[src/rtl/alu_seq.sv]
// alu_seq: valid/ready RV32I integer execution unit with a 3-state FSM (IDLE/BUSY/DONE).
// Define ALU_SEQ_MULDIV_EN to add iterative MUL/MULHU/DIVU/REMU (ops 10-13).
module alu_seq #(
   parameter int WIDTH = 32,
   parameter int SHW   = $clog2(WIDTH)
) (
   input  logic             clk,
   input  logic             rst,
   input  logic             in_valid,
   output logic             in_ready,
   input  logic [3:0]       op,
   input  logic [WIDTH-1:0] a,
   input  logic [WIDTH-1:0] b,
   output logic             out_valid,
   input  logic             out_ready,
   output logic [WIDTH-1:0] result,
   output logic             is_zero,
   output logic             overflow,
   output logic [1:0]       dbg_state_o
);

   // Handshake: a request transfers on a rising edge with in_valid && in_ready, a result
   // with out_valid && out_ready; both ready/valid outputs come only from state_q.
   typedef enum logic [1:0] {
      IDLE = 2'd0,
`ifdef ALU_SEQ_MULDIV_EN
      BUSY = 2'd1,
`endif
      DONE = 2'd2
   } state_t;

   state_t           state_q;
   logic [WIDTH-1:0] result_q;
   logic             ovf_q;

   logic [WIDTH-1:0] add_w;
   logic [WIDTH:0]   sub_w;
   logic [SHW-1:0]   shamt;
   logic             add_ovf, sub_ovf, slt, sltu;
   logic [WIDTH-1:0] alu_res;
   logic             alu_ovf;

   assign shamt   = b[SHW-1:0];
   assign add_w   = a + b;
   assign sub_w   = {1'b0, a} + {1'b0, ~b} + {{WIDTH{1'b0}}, 1'b1};
   assign add_ovf = (a[WIDTH-1] == b[WIDTH-1]) && (add_w[WIDTH-1] != a[WIDTH-1]);
   assign sub_ovf = (a[WIDTH-1] != b[WIDTH-1]) && (sub_w[WIDTH-1] != a[WIDTH-1]);
   assign slt     = sub_w[WIDTH-1] ^ sub_ovf;
   assign sltu    = ~sub_w[WIDTH];

   always_comb begin
      alu_res = '0;
      alu_ovf = 1'b0;
      case (op)
         4'd0: begin alu_res = add_w; alu_ovf = add_ovf; end
         4'd1: begin alu_res = sub_w[WIDTH-1:0]; alu_ovf = sub_ovf; end
         4'd2: alu_res = a << shamt;
         4'd3: alu_res = {{(WIDTH-1){1'b0}}, slt};
         4'd4: alu_res = {{(WIDTH-1){1'b0}}, sltu};
         4'd5: alu_res = a ^ b;
         4'd6: alu_res = a >> shamt;
         4'd7: alu_res = $unsigned($signed(a) >>> shamt);
         4'd8: alu_res = a | b;
         4'd9: alu_res = a & b;
         default: alu_res = '0;
      endcase
   end

`ifdef ALU_SEQ_MULDIV_EN
   localparam logic [SHW-1:0] LAST = SHW'(WIDTH - 1);

   // prod_q holds {acc, multiplier} for multiply, and the dividend/quotient in its low half for divide
   logic [2*WIDTH-1:0] prod_q, prod_d;
   logic [WIDTH-1:0]   mcand_q, rem_q, rem_d, mul_add, div_diff;
   logic [WIDTH:0]     mul_sum, trial;
   logic [SHW-1:0]     cnt_q;
   logic               is_div_q, sel_q, is_iter, div_ge;
   logic [WIDTH-1:0]   iter_res;

   assign is_iter = (op >= 4'd10) && (op <= 4'd13);

   always_comb begin
      mul_add  = prod_q[0] ? mcand_q : {WIDTH{1'b0}};
      mul_sum  = {1'b0, prod_q[2*WIDTH-1:WIDTH]} + {1'b0, mul_add};
      trial    = {rem_q, prod_q[WIDTH-1]};
      div_ge   = trial >= {1'b0, mcand_q};
      div_diff = trial[WIDTH-1:0] - mcand_q;
      if (is_div_q) begin
         prod_d = {prod_q[2*WIDTH-1:WIDTH], prod_q[WIDTH-2:0], div_ge};
         rem_d  = div_ge ? div_diff : trial[WIDTH-1:0];
      end else begin
         prod_d = {mul_sum, prod_q[WIDTH-1:1]};
         rem_d  = rem_q;
      end
      if (!sel_q)        iter_res = prod_d[WIDTH-1:0];
      else if (is_div_q) iter_res = rem_d;
      else               iter_res = prod_d[2*WIDTH-1:WIDTH];
   end
`endif

   always_ff @(posedge clk) begin
      if (rst) begin
         state_q  <= IDLE;
         result_q <= '0;
         ovf_q    <= 1'b0;
`ifdef ALU_SEQ_MULDIV_EN
         cnt_q    <= '0;
         prod_q   <= '0;
         rem_q    <= '0;
         mcand_q  <= '0;
         is_div_q <= 1'b0;
         sel_q    <= 1'b0;
`endif
      end else begin
         case (state_q)
            IDLE: if (in_valid) begin
`ifdef ALU_SEQ_MULDIV_EN
               if (is_iter) begin
                  state_q  <= BUSY;
                  cnt_q    <= '0;
                  is_div_q <= op[2];
                  sel_q    <= op[0];
                  mcand_q  <= op[2] ? b : a;
                  prod_q   <= {{WIDTH{1'b0}}, (op[2] ? a : b)};
                  rem_q    <= '0;
               end else begin
                  result_q <= alu_res;
                  ovf_q    <= alu_ovf;
                  state_q  <= DONE;
               end
`else
               result_q <= alu_res;
               ovf_q    <= alu_ovf;
               state_q  <= DONE;
`endif
            end
`ifdef ALU_SEQ_MULDIV_EN
            BUSY: begin
               prod_q <= prod_d;
               rem_q  <= rem_d;
               cnt_q  <= cnt_q + 1'b1;
               if (cnt_q == LAST) begin
                  result_q <= iter_res;
                  ovf_q    <= 1'b0;
                  state_q  <= DONE;
               end
            end
`endif
            DONE: if (out_ready) state_q <= IDLE;
            default: state_q <= IDLE;
         endcase
      end
   end

   assign in_ready    = (state_q == IDLE);
   assign out_valid   = (state_q == DONE);
   assign result      = result_q;
   assign is_zero     = (result_q == '0);
   assign overflow    = ovf_q;
   assign dbg_state_o = state_q;

endmodule

[config.mk]
export PLATFORM = sky130hd
export DESIGN_NAME = alu_seq
export DESIGN_NICKNAME = d
export VERILOG_FILES = /design/src/rtl/alu_seq.sv
export SDC_FILE = /design/constraint.sdc
export NUM_CORES = 1
export LEC_CHECK = 0
export CORE_MARGIN = 2
export CORE_UTILIZATION = 25
export CTS_CLUSTER_SIZE = 40
export DETAILED_ROUTE_END_ITERATION = 7
export GPL_ROUTABILITY_DRIVEN = 0
export PLACE_DENSITY_LB_ADDON = 0.15
export SYNTH_ARGS = -nofsm -noshare
export SYNTH_HDL_FRONTEND = slang
export SYNTH_SLANG_ARGS = --single-unit
[constraint.sdc]
create_clock -name clk -period 11.6 [get_ports clk]
set_clock_uncertainty 0.05 [all_clocks]
set_input_delay 2.32 -clock clk [delete_from_list [all_inputs] [get_ports clk]]
set_output_delay 2.32 -clock clk [all_outputs]
set_load 0.02 [all_outputs]
# --- Word-level counts from Yosys, hierarchy flattened ---
# Cells that the tools add are included.
# Widths: inputs -> output; s select.
op_classes:
  add_sub_neg: 3
  eq_ne: 16
  shifts: 3
  n_mux: 5
  bitwise_logic: 6
  reduce_logical: 7
op_table:
  columns: ["operator", "n"]
  rows:
  - ["$pmux 32 s10", 1]
  - ["$add 32x32->33", 1]
  - ["$add 33x1->33 const B", 1]
  - ["$add 32x32->32", 1]
  - ["$and 32x32->32", 1]
  - ["$logic_not 32->1", 1]
  - ["$not 32->32", 1]
  - ["$or 32x32->32", 1]
  - ["$shl 32x5->32", 1]
  - ["$shr 32x5->32", 1]
  - ["$sshr 32x5->32", 1]
  - ["$xor 32x32->32", 1]
  - ["$eq 4x3->1 const B", 4]
  - ["$eq 4x2->1 const B", 2]
  - ["$eq 4x4->1 const B", 2]
  - ["$eq 4x1->1 const B", 1]
  - ["$logic_not 4->1", 1]
  - ["$mux 2", 2]
  - ["$pmux 2 s2", 1]
  - ["$reduce_and 2->1", 2]
  - ["$ne 1x1->1", 3]
  - ["$eq 2x2->1 const B", 1]
  - ["$logic_and 1x1->1", 2]
  - ["$logic_not 2->1", 1]
  - ["6 further kinds", 6]
totals:
  ff_bits: 35
  inputBits: 72
  output_inout_bits: 38
  word_cells: 43

# --- Longest topological paths before layout ---
depth:
  depth_word: 7
  depth_mapped: 22
  mapped_depth_nobuf: 17

# --- Least setup slack after synthesis ---
# Ideal clock, no wire load.
synth_timing:
  path_kind: "input port to flip-flop"
  start: "in b[2]"
  end: "reg result_q[31], in the netlist result[31]"
  setup_ps: 115
  arrival_ps: 6488
  t_required_ps: 11435
  setup_slack_ps: 4947
  cell_stages: 20
  n_path_buf: 5
  cell_sequence: "buf_6 inv_1 buf_2 buf_1 clkbuf_1 ha_1 buf_4 nand2b_1 o211ai_1 a21o_1 o221a_2 o31ai_2 a31oi_1 o31ai_1 a221oi_1 fa_1 o221ai_1 a221oi_1 o311ai_1 o21a_1"
synth_between:
  elab_chain_cells: 4
  elab_cells_between_ends: 8
  classes_between: "add/sub: 3; shift: 3; mux: 1; bitwise: 1"
synth_rtl:
  columns: ["item", "line", "source"]
  rows:
  - ["start, declared", "13", "input logic [WIDTH-1:0] b,"]
  - ["$not 32->32", "45", "assign sub_w = {1'b0, a} + {1'b0, ~b} + {{WIDTH{1'b0}}, 1'b1};"]
  - ["$add 32x32->33", "45", null]
  - ["$add 33x1->33", "45", null]
  - ["$pmux 32 s10 *", "54", "case (op)"]
  - ["end signal, assigned", "132", "result_q <= alu_res;"]
  - ["end, declared", "33", "logic [WIDTH-1:0] result_q;"]
# Every way passes the cells marked *; elsewhere a longest branch is shown, timed or not.
# A chain may end at the register's enable or synchronous reset.

# --- Worst setup path after layout ---
layout_timing:
  start: "in b[4]"
  end: "reg result_q[31], in the netlist result[31]"
# The elaborated chain is that of the path after synthesis.

==> flow_summary.json <==
{
  "hp-class": "flip-flop to flip-flop",
  "finalSetupTns_ns": 0,
  "power_switching_mw": 0.402,
  "cts_tree": "built",
  "cts.repair.resized": 0,
  "p_sw_share_pct": 49.9,
  "synthDistinctLibCells": 91,
  "cts.clk_slew.worst_paths_ns": 0.07,
  "synth_area_mm2": 0.0103,
  "dp_cells": 1973,
  "ys_seq_area_share_pct": 6.64,
  "clockPowerShare_pct": 18.7,
  "cp-start-kind": "input port",
  "fmax_mhz": 141,
  "wire_per_inst_um": 25.2,
  "drive_gt1_share_pct": 8.49,
  "nFillCells": 4436,
  "clk_path_buf_depth": 2,
  "synthFlopType": "dfxtp_1",
  "vias_per_cell": 5.93,
  "synth_cells": 1418,
  "setup_viol_count_final": 0,
  "combPwrFrac_pct": 65.2,
  "synthXorXnorAreaFrac_pct": 0.769,
  "grt_overflow": 0,
  "hold_path_startpoint": "result[5]",
  "max-vdd-ir-drop_mv": 0.0465,
  "synth_top_family_by_area": "compound AO/OA/AOI/OAI gates",
  "grt_pass1_wl_mm": 74.1,
  "r2r.worst_path.cells": 10,
  "hold_ws_ns": 0.421,
  "synth_fa_ha_area_share_pct": 13.0,
  "synth_edf_count": 0,
  "post-route-drc-count": 0,
  "multi_input_area_mm2": 0.00865,
  "async_flop_share_pct": 0,
  "num_rows": 74,
  "die_h_um": 207,
  "final_common_cell": "nor2_1",
  "clock_sinks": 34,
  "nets": 1625,
  "start_util_pct": 25.2,
  "io_pins": 110,
  "drt_pre_antenna_iters": 6,
  "setup_slack_ns": 4.49,
  "cts_setup_buffers": 0,
  "synth_mux_area_share_pct": 15.8,
  "hold_end": "result[5]",
  "grtUsageTotal_pct": 23.2,
  "period_minus_slack_ns": 7.11,
  "worstPathRequired_ns": 11.76,
  "finalPower_mw": 0.805,
  "drv_slew": 0,
  "critPathMaxFanout": 50,
  "cts-root-buf": "clkbuf_16",
  "hpwl_mm": 38.5,
  "leakage_nw": 4.66,
  "holdPathStages": 2,
  "htree_levels": 2,
  "finalHoldViolations": 0,
  "outcome": "finished clean",
  "yosys_warnings": 0,
  "fin_area_mm2": 0.0118,
  "synth-simple-area-share_pct": 19.8,
  "die_w_um": 207,
  "ys_ff_latch": 34,
  "core-area_mm2": 0.0406,
  "drt.antenna.violating_nets": 0,
  "dr_wl_met2_mm": 22.5,
  "period_share_pct": 61.3,
  "p_per_area_mw_per_mm2": 68.3,
  "rsz0062_at_grt": "false",
  "r2r_end": "result[29]",
  "dp_worst_setup_slack_ns": 4.25,
  "max-cap-violations": 0,
  "highest_layer": "met4",
  "yosysTopAreaCell": "ha_1",
  "intPower_mw": 0.403,
  "sequential_cell_area_um2": 681,
  "routed_wl_mm": 49.9,
  "syn_nets": 1595,
  "end_kind": "flip-flop",
  "cts_buffers": 5,
  "cts_hold_buf": 0,
  "slew_headroom_pct": 22.6,
  "finalNonFillerCells": 1981,
  "reg2reg_slack_ns": 8.60,
  "path_class": "input port to flip-flop",
  "synth_area_per_cell_um2": 7.23,
  "seq_power_share_pct": 16.2,
  "tightest_slew_ns": 1.16,
  "drt-met1-wl_mm": 22.4,
  "crit_arrival_ns": 7.27,
  "final_util_pct": 29.0,
  "drtIter0Drc": 1367,
  "num_antenna_cells": 0,
  "num_vias": 11800,
  "route.met3.wl_mm": 3.53,
  "insertion_delay_ns": 0.30,
  "layout_common_cells": "nor2_1 (145), a21oi_1 (133), nand2_1 (116)",
  "antenna_found_initial": 0,
  "grt_max_degree": 76,
  "synth_top_area_share_pct": 12.4,
  "synth-compound-area-share_pct": 34.6,
  "r2r_start": "dbg_state_o[1]",
  "area_growth_pct": 15.1,
  "place_area_mm2": 0.0116,
  "io_buffers": 108,
  "synth_area_leaders": "ha_1 (12%), mux4_2 (8.3%), dfxtp_1 (6.6%), a21oi_1 (6.5%), nor2_1 (5.3%)",
  "grt_pass1_vias": 11300,
  "fp.dieArea_mm2": 0.0427
}
## Yosys cell counts, types with 15 or more instances
master       n
a221oi_1    26
nand4_1     16
a21oi_1    133
a21o_1      17
nand3_1     24
nor3_1      31
mux2i_1     42
dfxtp_1     34
mux4_2      38
nor2_1     145
a211oi_1    30
nand2_1    116
a31oi_1     15
o21ai_1     17
buf_2       25
inv_1       98
nand2b_1    20
ha_1       102
o211ai_1    24
o2111ai_1   15
clkbuf_1    59
o22ai_1     15
o21ai_0     75
## power by group through the flow
stage	Combinational, mW	Sequential, mW	Clock, mW
global placement	0.515	0.133	0
finish	0.525	0.130	0.150
floorplan	0.323	0.138	0
CTS	0.516	0.131	0.155
global route	0.565	0.131	0.160
detailed placement	0.514	0.133	0
## critical path, stage by stage
cell	delay [ns]
clkbuf_2	0.07
buf_4	0.40
clkinv_1	0.57
ha_1	0.61
nor2_1	0.13
o211ai_1	0.15
a21o_1	0.24
o221a_2	0.32
o31ai_2	0.45
a31oi_1	0.29
o31ai_1	0.31
a221oi_1	0.14
fa_1	0.53
o221ai_1	0.13
a221oi_1	0.23
o311ai_1	0.14
o21a_1	0.19
## how the worst max path moves through the flow
stage	end	slack, ns	startpoint	depth (start not counted)
4_1_cts	result[31]	4.56	b[4]	17
3_5_place_dp	result[31]	4.25	b[4]	17
5_1_grt	result[31]	4.02	b[4]	17
6_report	result[31]	4.49	b[4]	17
2_1_floorplan	result[31]	4.95	b[2]	20
3_3_place_gp	result[31]	4.28	b[4]	17
## cell families (layout without fill, tap and decap cells)
family | count (synthesis) | after routing
xor+xnor | 9 | 9
mux | 102 | 102
simple gates | 430 | 430
fa+ha+maj | 105 | 105
buf+inv | 216 | 247
compound gates | 521 | 521
other cells | 1 | 1
flops | 34 | 34
## final cells by class
cell class / instances / area share (%)
clock buffers: 6 / 1.18
clock inverters: 2 / 0.106
inverters: 103 / 3.28
multi-input cells: 1168 / 73.3
flip-flops and latches: 34 / 5.77
well taps: 532 / 5.64
repair buffers: 136 / 10.8
## flip-flops by register name, summed over array words and instances, names as in the netlist
signal and flops:
dbg_state_o 1, result 32, overflow 1
## routing by layer
layer  up-vias  global-route usage [%]
li1       5402                       -
met1      5787                    32.0
met2       492                    36.9
met3        70                    3.34
met4         0                    7.58
met5         -                       0
Power figures use the tool's default switching activity.
